<file path="src/rtl/rr_fifo_drain_arbiter.sv">
// ---------------------------------------------------------------------------
// rr_fifo_drain_arbiter
//   Output-side stage of a router port. Drains NUM_IN input FIFOs (registered
//   read data, valid one cycle after the read enable) into a single
//   valid/ready output link through a 2-entry output buffer.
//
//   Arbitration is round-robin starting after the last released input.
//   With RR_PACKET_LOCK_EN defined the grant is held (wormhole lock) until a
//   flit with its tail bit (DATA_WIDTH-1) set has been captured. Without it
//   the tail bit is plain data and the grant is released after every
//   captured flit, giving flit-level interleaving.
//
//   Optional feature macro: RR_PACKET_LOCK_EN
//
// Ports
//   clk_i    clock, rising edge
//   rst_ni   asynchronous active-low reset
//   empty_i  per-FIFO empty flag
//   data_i   per-FIFO read data, FIFO k at [k*DATA_WIDTH +: DATA_WIDTH]
//   rd_en_o  per-FIFO read enable, at most one bit high
//   data_o   output flit (buffer head)
//   valid_o  output flit valid
//   ready_i  downstream accepts the flit
//   grant_o  one-hot locked input, 0 while idle
// ---------------------------------------------------------------------------

// Per-input slice: gates the read enable and steers that FIFO's read data
// onto the shared capture bus when this input holds the grant.
module rr_fifo_drain_lane #(
  parameter int DATA_WIDTH = 8
) (
  input  logic                  empty,
  input  logic                  sel,
  input  logic                  issue_ok,
  input  logic [DATA_WIDTH-1:0] data,
  output logic                  rd_en,
  output logic [DATA_WIDTH-1:0] data_sel
);
  assign rd_en    = sel & ~empty & issue_ok;
  assign data_sel = sel ? data : '0;
endmodule

module rr_fifo_drain_arbiter #(
  parameter int NUM_IN     = 4,
  parameter int DATA_WIDTH = 8
) (
  input  logic                         clk_i,
  input  logic                         rst_ni,
  input  logic [NUM_IN-1:0]            empty_i,
  input  logic [NUM_IN*DATA_WIDTH-1:0] data_i,
  output logic [NUM_IN-1:0]            rd_en_o,
  output logic [DATA_WIDTH-1:0]        data_o,
  output logic                         valid_o,
  input  logic                         ready_i,
  output logic [NUM_IN-1:0]            grant_o
);
  localparam int IDX_WIDTH = $clog2(NUM_IN);

  typedef enum logic {IDLE, LOCK} state_t;

  state_t                               state_q;
  logic [IDX_WIDTH-1:0]                 rr_ptr_q;
  logic [IDX_WIDTH-1:0]                 gidx_q;
  logic [NUM_IN-1:0]                    grant_q;
  logic                                 pend_q;   // read issued last cycle, data_i valid now
  logic [1:0]                           count_q;
  logic [1:0][DATA_WIDTH-1:0]           buf_q;    // entry 0 is the head

  logic                                 issue_ok;
  logic [NUM_IN-1:0][DATA_WIDTH-1:0]    lane_data;
  logic [DATA_WIDTH-1:0]                cap_data;
  logic                                 cap_tail;
  logic                                 rel;
  logic                                 push;
  logic                                 pop;

  logic                                 arb_found;
  logic [IDX_WIDTH-1:0]                 arb_idx;
  logic [IDX_WIDTH-1:0]                 cand;
  logic [NUM_IN-1:0]                    arb_oh;

  // Issue depends only on registers and empty_i; ready_i stays out of this
  // path. !pend_q limits us to one outstanding read, and count_q < 2 plus
  // that single outstanding read guarantees the buffer never overflows.
  assign issue_ok = (state_q == LOCK) && !pend_q && (count_q < 2'd2);

  for (genvar k = 0; k < NUM_IN; k++) begin : g_lane
    rr_fifo_drain_lane #(.DATA_WIDTH(DATA_WIDTH)) u_lane (
      .empty    (empty_i[k]),
      .sel      (grant_q[k]),
      .issue_ok (issue_ok),
      .data     (data_i[k*DATA_WIDTH +: DATA_WIDTH]),
      .rd_en    (rd_en_o[k]),
      .data_sel (lane_data[k])
    );
  end

  // Grant is one-hot (or 0), so OR-ing the steered lanes is the data mux.
  always_comb begin
    cap_data = '0;
    for (int k = 0; k < NUM_IN; k++) cap_data |= lane_data[k];
  end

`ifdef RR_PACKET_LOCK_EN
  assign cap_tail = cap_data[DATA_WIDTH-1];
`else
  assign cap_tail = 1'b1;
`endif

  // The grant is still held while its last read is being captured, so the
  // release happens at the capture edge.
  assign rel  = (state_q == LOCK) && pend_q && cap_tail;
  assign push = pend_q;
  assign pop  = valid_o && ready_i;

  // Round-robin search: rr_ptr+1, rr_ptr+2, ... modulo NUM_IN.
  always_comb begin
    arb_found = 1'b0;
    arb_idx   = '0;
    cand      = '0;
    arb_oh    = '0;
    for (int i = 1; i <= NUM_IN; i++) begin
      cand = IDX_WIDTH'((int'(rr_ptr_q) + i) % NUM_IN);
      if (!arb_found && !empty_i[cand]) begin
        arb_found = 1'b1;
        arb_idx   = cand;
      end
    end
    arb_oh[arb_idx] = 1'b1;
  end

  always_ff @(posedge clk_i or negedge rst_ni) begin
    if (!rst_ni) begin
      state_q  <= IDLE;
      rr_ptr_q <= IDX_WIDTH'(NUM_IN - 1);
      gidx_q   <= '0;
      grant_q  <= '0;
    end else begin
      case (state_q)
        IDLE: begin
          if (arb_found) begin
            grant_q <= arb_oh;
            gidx_q  <= arb_idx;
            state_q <= LOCK;
          end
        end
        LOCK: begin
          // An emptied locked FIFO simply stalls here; no other input is
          // considered until release.
          if (rel) begin
            rr_ptr_q <= gidx_q;
            grant_q  <= '0;
            state_q  <= IDLE;
          end
        end
        default: state_q <= IDLE;
      endcase
    end
  end

  // Output buffer: 2 entries, shift-on-pop so the head is always entry 0.
  always_ff @(posedge clk_i or negedge rst_ni) begin
    if (!rst_ni) begin
      pend_q  <= 1'b0;
      count_q <= '0;
      buf_q   <= '0;
    end else begin
      pend_q <= |rd_en_o;
      case ({push, pop})
        2'b10: begin
          if (count_q == 2'd0) buf_q[0] <= cap_data;
          else                 buf_q[1] <= cap_data;
          count_q <= count_q + 2'd1;
        end
        2'b01: begin
          buf_q[0] <= buf_q[1];
          count_q  <= count_q - 2'd1;
        end
        2'b11: begin
          if (count_q == 2'd1) begin
            buf_q[0] <= cap_data;
          end else begin
            buf_q[0] <= buf_q[1];
            buf_q[1] <= cap_data;
          end
        end
        default: ;
      endcase
    end
  end

  assign valid_o = (count_q != 2'd0);
  assign data_o  = buf_q[0];
  assign grant_o = grant_q;

endmodule

</file>
<file path="config.mk">
export PLATFORM = sky130hd
export DESIGN_NAME = rr_fifo_drain_arbiter
export DESIGN_NICKNAME = d
export VERILOG_FILES = /design/src/rtl/rr_fifo_drain_arbiter.sv
export SDC_FILE = /design/constraint.sdc
export NUM_CORES = 1
export LEC_CHECK = 0
export BUFFER_PORTS_ARGS = -buffer_cell sky130_fd_sc_hd__buf_2
export CORE_MARGIN = 4
export CORE_UTILIZATION = 50
export DETAILED_ROUTE_END_ITERATION = 10
export GPL_TIMING_DRIVEN = 0
export PLACE_DENSITY = 0.89
export SLEW_MARGIN = 20
export SYNTH_ARGS = -nofsm -noshare
export SYNTH_HDL_FRONTEND = slang
export SYNTH_HIERARCHICAL = 1
export SYNTH_SLANG_ARGS = --single-unit
export TNS_END_PERCENT = 1
</file>
<file path="constraint.sdc">
create_clock -name clk_i -period 1.95 [get_ports clk_i]
set_input_delay 0.0975 -clock clk_i [delete_from_list [all_inputs] [get_ports clk_i]]
set_output_delay 0.0975 -clock clk_i [all_outputs]
set_load 0.01 [all_outputs]
</file>
==> results of run 1 <==
-- path summary, 6_finish.rpt --
kind	start	end	depth (start not counted)
setup / recovery	count_q[1]$_DFFE_PN0P_	buf_q[15]$_DFFE_PN0P_	9
hold reg to reg	buf_q[11]$_DFFE_PN0P_	buf_q[11]$_DFFE_PN0P_	2
max in group asynchronous	rst_ni	state_q$_DFF_PN0_	2
setup reg to reg	count_q[1]$_DFFE_PN0P_	buf_q[15]$_DFFE_PN0P_	9
hold / removal	data_i[27]	buf_q[11]$_DFFE_PN0P_	4
min in group asynchronous	rst_ni	data_o[0]$_DFFE_PN0P_	2
-- flip-flops by register name, summed over array words and instances, names as in the netlist --
signal	count
buf_q	8
data_o	8
grant_o	4
count_q	2
gidx_q	2
rr_ptr_q	2
pend_q	1
state_q	1
-- metal layers --
layer  part of all wire [%]  up-vias  track usage [%]
li1                       -      783                -
met1                     42      752             23.9
met2                     51       41             33.5
met3                    5.2        8             2.70
met4                    1.5        0             5.06
met5                      0        -                0
-- synthesized netlist by cell type, drive strengths merged --
| cell | number | area [µm²] |
|---|---|---|
| and3b | 5 | 43.8 |
| o211a | 1 | 10.0 |
| nand4 | 1 | 6.26 |
| a31oi | 8 | 50.1 |
| and2 | 32 | 240 |
| nand2b | 2 | 12.5 |
| nor2b | 4 | 25.0 |
| buf | 10 | 76.3 |
| o21a | 1 | 7.51 |
| nor3 | 1 | 5.00 |
| nor4 | 8 | 50.1 |
| ha | 5 | 62.6 |
| a22o | 4 | 35.0 |
| o21ai | 15 | 82.6 |
| dfrtp | 26 | 651 |
| a221oi | 1 | 15.0 |
| inv | 7 | 26.3 |
| mux2 | 2 | 22.5 |
| a21oi | 1 | 5.00 |
| a21o | 2 | 16.3 |
| nand3 | 1 | 5.00 |
| a2bb2oi | 1 | 15.0 |
| xnor2 | 2 | 17.5 |
| dfstp | 2 | 52.6 |
| nor2 | 12 | 45.0 |
| o41ai | 7 | 61.3 |
| or4 | 1 | 7.51 |
| o211ai | 1 | 7.51 |
| nand2 | 22 | 82.6 |
-- placed cells by master, fill, tap and decap left out, drive strengths merged, types with 7 or more instances in the layout --
cell / n
a31oi: 8
o21ai: 15
o41ai: 7
inv: 7
nor4: 8
buf: 70
and2: 32
nor2: 12
nand2: 22
dfrtp: 26
-- what timing repair did --
| action | CTS | global route |
|---|---|---|
| setup buffers | 0 | 4 |
| resized for setup | 4 | 6 |
| hold buffers | 1 | 0 |
| cloned | 0 | 1 |
| pin swaps | 1 | 1 |
| endpoints found under the setup margin | 16 | 15 |
| hold endpoints to repair | 26 | 0 |
-- report_power, final --
| part | internal (µW) | total, µW | switching (µW) |
|---|---|---|---|
| sequential | 876 | 1150 | 271 |
| clock | 208 | 381 | 173 |
| combinational | 918 | 1780 | 857 |
-- worst min-delay path: cells and delay by family --
kind                   cells  cell delay (ps)
and+or+nand+nor            2              180
buffers and inverters      1               70
AOI/OAI and AO/OA          1              140
-- cell type report --
type | count | area [µm²] | area share, %
multi-input cells | 140 | 955 | 43.3
flip-flops and latches | 28 | 703 | 31.9
repair buffers | 61 | 327 | 14.8
plain buffers | 10 | 82.6 | 3.75
well taps | 46 | 57.6 | 2.61
clock inverters | 1 | 30.0 | 1.36
inverters | 7 | 26.3 | 1.19
clock buffers | 3 | 22.5 | 1.02
-- stage by stage --
step           instances  hold slack [ps]  TNS [ps]  power [µW]  utilization, %
4_1_cts              291              178         0        3170            64.3
6_report             296              186         0        3300            66.0
2_1_floorplan        185             -198         0        2290               -
3_3_place_gp         286              130      -815        2710            62.0
3_5_place_dp         286              135     -1270        2770            62.0
5_1_grt              296              199         0        3580            66.0
-- cells by family (layout without fill, tap and decap cells) --
logic type | after synthesis | in the layout | share of synthesized area [%]
AND/OR/NAND/NOR | 89 | 89 | 30.1
AO/OA/AOI/OAI | 42 | 42 | 17.6
flip-flops | 28 | 28 | 40.5
buffers and inverters | 17 | 82 | 5.91
adder cells (fa/ha/maj) | 5 | 5 | 3.60
XOR/XNOR | 2 | 2 | 1.01
multiplexers | 2 | 2 | 1.30
==> impl_metrics.json, run 1 <==
{
  "synthCells": 185,
  "r2r_slack_ps": 100,
  "crit_chain": "inv_2, ha_4, nor2b_4, inv_1, ha_1, nor2b_1, o21ai_2, buf_4, o21ai_0",
  "rows": 21,
  "path_buf_inv": 3,
  "die_x_um": 66.9,
  "critPathMaxStageDelay_ps": 420,
  "cts_max_path_buffers": 2,
  "route.detailed.drc": 0,
  "slew_violations": 0,
  "path_class": "flop to flop",
  "syn-num-nets": 229,
  "die_area_um2": 4480,
  "syn2layout_area_growth_pct": 26.9,
  "setup_viol": 0,
  "status": "complete, no violations",
  "cts_tree": "built",
  "synth_area_per_cell_um2": 9.39,
  "routed-via-count": 1584,
  "syn_area_um2": 1740,
  "drt_iter0_drc": 77,
  "p_leak_uw": 0.00111,
  "num-fill-cells": 271,
  "routed_wl_um": 4170,
  "numCtsBuffers": 3,
  "drtAntennaViolNets": 0,
  "min_period_ps": 1850,
  "antenna_found_initial": 0,
  "critical_path.slowest_cell": "dfrtp_1",
  "hold_violations": 0,
  "cts_num_sinks": 28,
  "dpl_cell_area_um2": 2070,
  "crit_fanout": 6,
  "maxCapViolCount": 0,
  "nNetsFinal": 295,
  "place_congestion": 0.792,
  "routed_via_density": 5.35,
  "overflow": 0,
  "rsz0062_at_grt": "no",
  "numPortBuffers": 55,
  "layout-drive-gt1-share_pct": 47.6,
  "tightest_slew_ps": 598,
  "grt_max_degree": 29,
  "core-area_um2": 3340,
  "grt_first_pass_wirelength_um": 6570,
  "crit_path_end_kind": "flop",
  "die_h_um": 66.9,
  "finalCritPeriodShare_pct": 95.0,
  "track_usage_pct": 18.9,
  "ys_warn_count": 6,
  "hp-class": "primary input to flop",
  "start_util_pct": 52.0,
  "cp.arrival_ps": 2070,
  "wire_per_inst_um": 14.1,
  "cp_top_family": "flip-flops",
  "ir_drop_mv": 0.726,
  "power_density_nw_per_um2": 1500,
  "ys_types": 34,
  "clkTransAtPathRegs_ps": 150,
  "clkLatencyLatePin_ps": 330,
  "first_pass_iters": 4,
  "clock_skew_ps": 7.82,
  "diodes": 0,
  "start_kind": "flop",
  "ys_ff_latch": 28,
  "pre_cts_slack_ps": -122,
  "h-tree-depth": 1,
  "root_buffer": "clkbuf_4",
  "worst-endpoint-required_ps": 2160,
  "fin_ws_ps": 97.4,
  "max_freq_mhz": 540,
  "dp_hpwl_um": 3010,
  "grt_pass1_vias": 1481,
  "io_pins": 56,
  "final_cell_area_um2": 2200,
  "ys_seq_area_share_pct": 40.5,
  "max-slew-margin-rel_pct": 60.2
}
Note: power is estimated with default switching activity, not from simulation.
==> inputs of run 2 (changes only) <==
--- a/config.mk
+++ b/config.mk
@@ -6,7 +6,6 @@
 export NUM_CORES = 1
 export LEC_CHECK = 0
 export BUFFER_PORTS_ARGS = -buffer_cell sky130_fd_sc_hd__buf_2
-export CORE_MARGIN = 4
 export CORE_UTILIZATION = 50
 export DETAILED_ROUTE_END_ITERATION = 10
 export GPL_TIMING_DRIVEN = 0
==> run 2 against run 1 <==
Largest cell class unchanged. Sequential cell count did not move. Critical path depth rose by 1. Die area fell by 17%. Critical endpoint is now buf_q[12]$_DFFE_PN0P_. Sequential power barely moved. Power fell by 4.3%.
==> impl_metrics.json, run 2 (synthesis results as in run 1) <==
{
  "grt_util_met1_pct": 26.6,
  "grt_max_degree": 29,
  "p_total_uw": 3160,
  "path_class": "flop to flop",
  "worst-endpoint-required_ps": 2200,
  "clock_skew_ps": 7.95,
  "grt_first_pass_wirelength_um": 5840,
  "io_pins": 56,
  "layout-drive-gt1-share_pct": 47.0,
  "start_util_pct": 52.0,
  "setup_viol": 0,
  "cts_max_path_buffers": 2,
  "whs_ps": 183,
  "hp-class": "primary input to flop",
  "seqPwrFrac_pct": 36.4,
  "die_x_um": 60.9,
  "setup-tns-final_ps": 0,
  "use_met3_pct": 4.48,
  "grt_pass1_vias": 1358,
  "wire_per_inst_um": 13.0,
  "overflow": 0,
  "busiest_layer": "met2",
  "drt_iter0_drc": 50,
  "layout_commonest_cell": "buf_2",
  "tightest_slew_ps": 608,
  "dp_hpwl_um": 2790,
  "place_congestion": 0.784,
  "power_density_nw_per_um2": 1450,
  "fin_util_pct": 65.2,
  "hold_depth": 4,
  "finalCritPeriodShare_pct": 93.8,
  "crit_chain": "inv_1, ha_4, nor2b_4, inv_1, ha_1, nor2b_1, o21ai_2, buf_4, nand2_1, o21ai_0",
  "crit_fanout": 5,
  "status": "complete, no violations",
  "numPortBuffers": 55,
  "antenna_found_initial": 0,
  "p_sw_uw": 1270,
  "numCtsBuffers": 3,
  "cp_top_family": "flip-flops",
  "routed_wl_um": 3840,
  "met2_usage_pct": 37.8,
  "p_sw_share_pct": 40.2,
  "die_area_um2": 3710,
  "maxCapViolCount": 0,
  "slew_violations": 0,
  "comb_power_share_pct": 54.9,
  "path_buf_inv": 3,
  "critical_path.slowest_cell": "dfrtp_1",
  "p_clk_share_pct": 8.8,
  "die_h_um": 60.9,
  "clkTransAtPathRegs_ps": 140,
  "start_kind": "flop",
  "min_period_ps": 1830,
  "core-area_um2": 3340,
  "track_usage_pct": 21.4,
  "critPathMaxStageDelay_ps": 400,
  "cp.arrival_ps": 2080,
  "crit_path_end_kind": "flop",
  "syn2layout_area_growth_pct": 25.3,
  "fin_ws_ps": 120,
  "root_buffer": "clkbuf_4",
  "rr_worst_depth": 10,
  "p_int_uw": 1890,
  "ir_drop_mv": 0.668,
  "drtAntennaViolNets": 0,
  "h-tree-depth": 1,
  "nNetsFinal": 294,
  "routed-via-count": 1558,
  "hold_violations": 0,
  "cts_num_sinks": 28,
  "worst-path-stages": 10,
  "p_leak_uw": 0.00109,
  "cts_tree": "built",
  "clkLatencyLatePin_ps": 330,
  "pre_cts_slack_ps": -123,
  "final_cell_mix": "buf_2, and2_2, dfrtp_1",
  "routed_via_density": 5.28,
  "first_pass_iters": 4,
  "max_freq_mhz": 546,
  "cp_common_cell": "inv_1",
  "diodes": 0,
  "route.detailed.drc": 0,
  "max-slew-margin-rel_pct": 59.5,
  "rows": 21
}
==> run 2: worst paths after layout <==
check                                  startpoint                     end  slack [ps]
min                                    data_i[27]   buf_q[11]$_DFFE_PN0P_         180
max reg2reg                count_q[1]$_DFFE_PN0P_   buf_q[12]$_DFFE_PN0P_         120
max in group asynchronous                  rst_ni  count_q[0]$_DFFE_PN0P_        1260
min reg2reg                 buf_q[10]$_DFFE_PN0P_   buf_q[10]$_DFFE_PN0P_         510
max                        count_q[1]$_DFFE_PN0P_   buf_q[12]$_DFFE_PN0P_         120
min in group asynchronous                  rst_ni   data_o[6]$_DFFE_PN0P_         290
==> run 2: power by group through the flow <==
stage / clock network (µW) / registers (µW) / logic [µW]
3_5_place_dp: 0 / 1160 / 1590
5_1_grt: 304 / 1190 / 1940
2_1_floorplan: 0 / 1080 / 1210
4_1_cts: 280 / 1150 / 1610
3_3_place_gp: 0 / 1140 / 1560
6_report: 277 / 1150 / 1730
==> run 2: timing repair <==
item	CTS	global route
hold buffers	1	0
setup buffers	0	3
endpoints found under the setup margin	16	16
gates cloned	0	1
pin swaps	1	1
gates resized for setup	3	5
endpoints found under the hold margin	26	0
==> run 2: layout make-up <==
type | instances | area [µm²]
sequential | 28 | 703
clock buffer | 4 | 36.3
buffer | 10 | 82.6
inverter | 7 | 26.3
multi-input combinational | 140 | 955
timing repair buffer | 60 | 315
fill | 286 | 1160
tap | 46 | 57.6
==> run 2: routing by layer <==
metal	routed length, µm	vias to the layer above
met3	188	6
li1	-	778
met5	0	-
met1	1630	731
met4	60	0
met2	1960	43
==> run 2: worst min-delay path, cell delays in order <==
cell	delay, ps
buf_2	70
and2_2	120
nor4_1	50
o21ai_0	140
==> run 2: metrics by stage <==
step	instances	area, µm²
finish	295	2180
global route	295	2180
CTS	291	2120
detailed placement	286	2070
global placement	286	2070
floorplan	185	1740
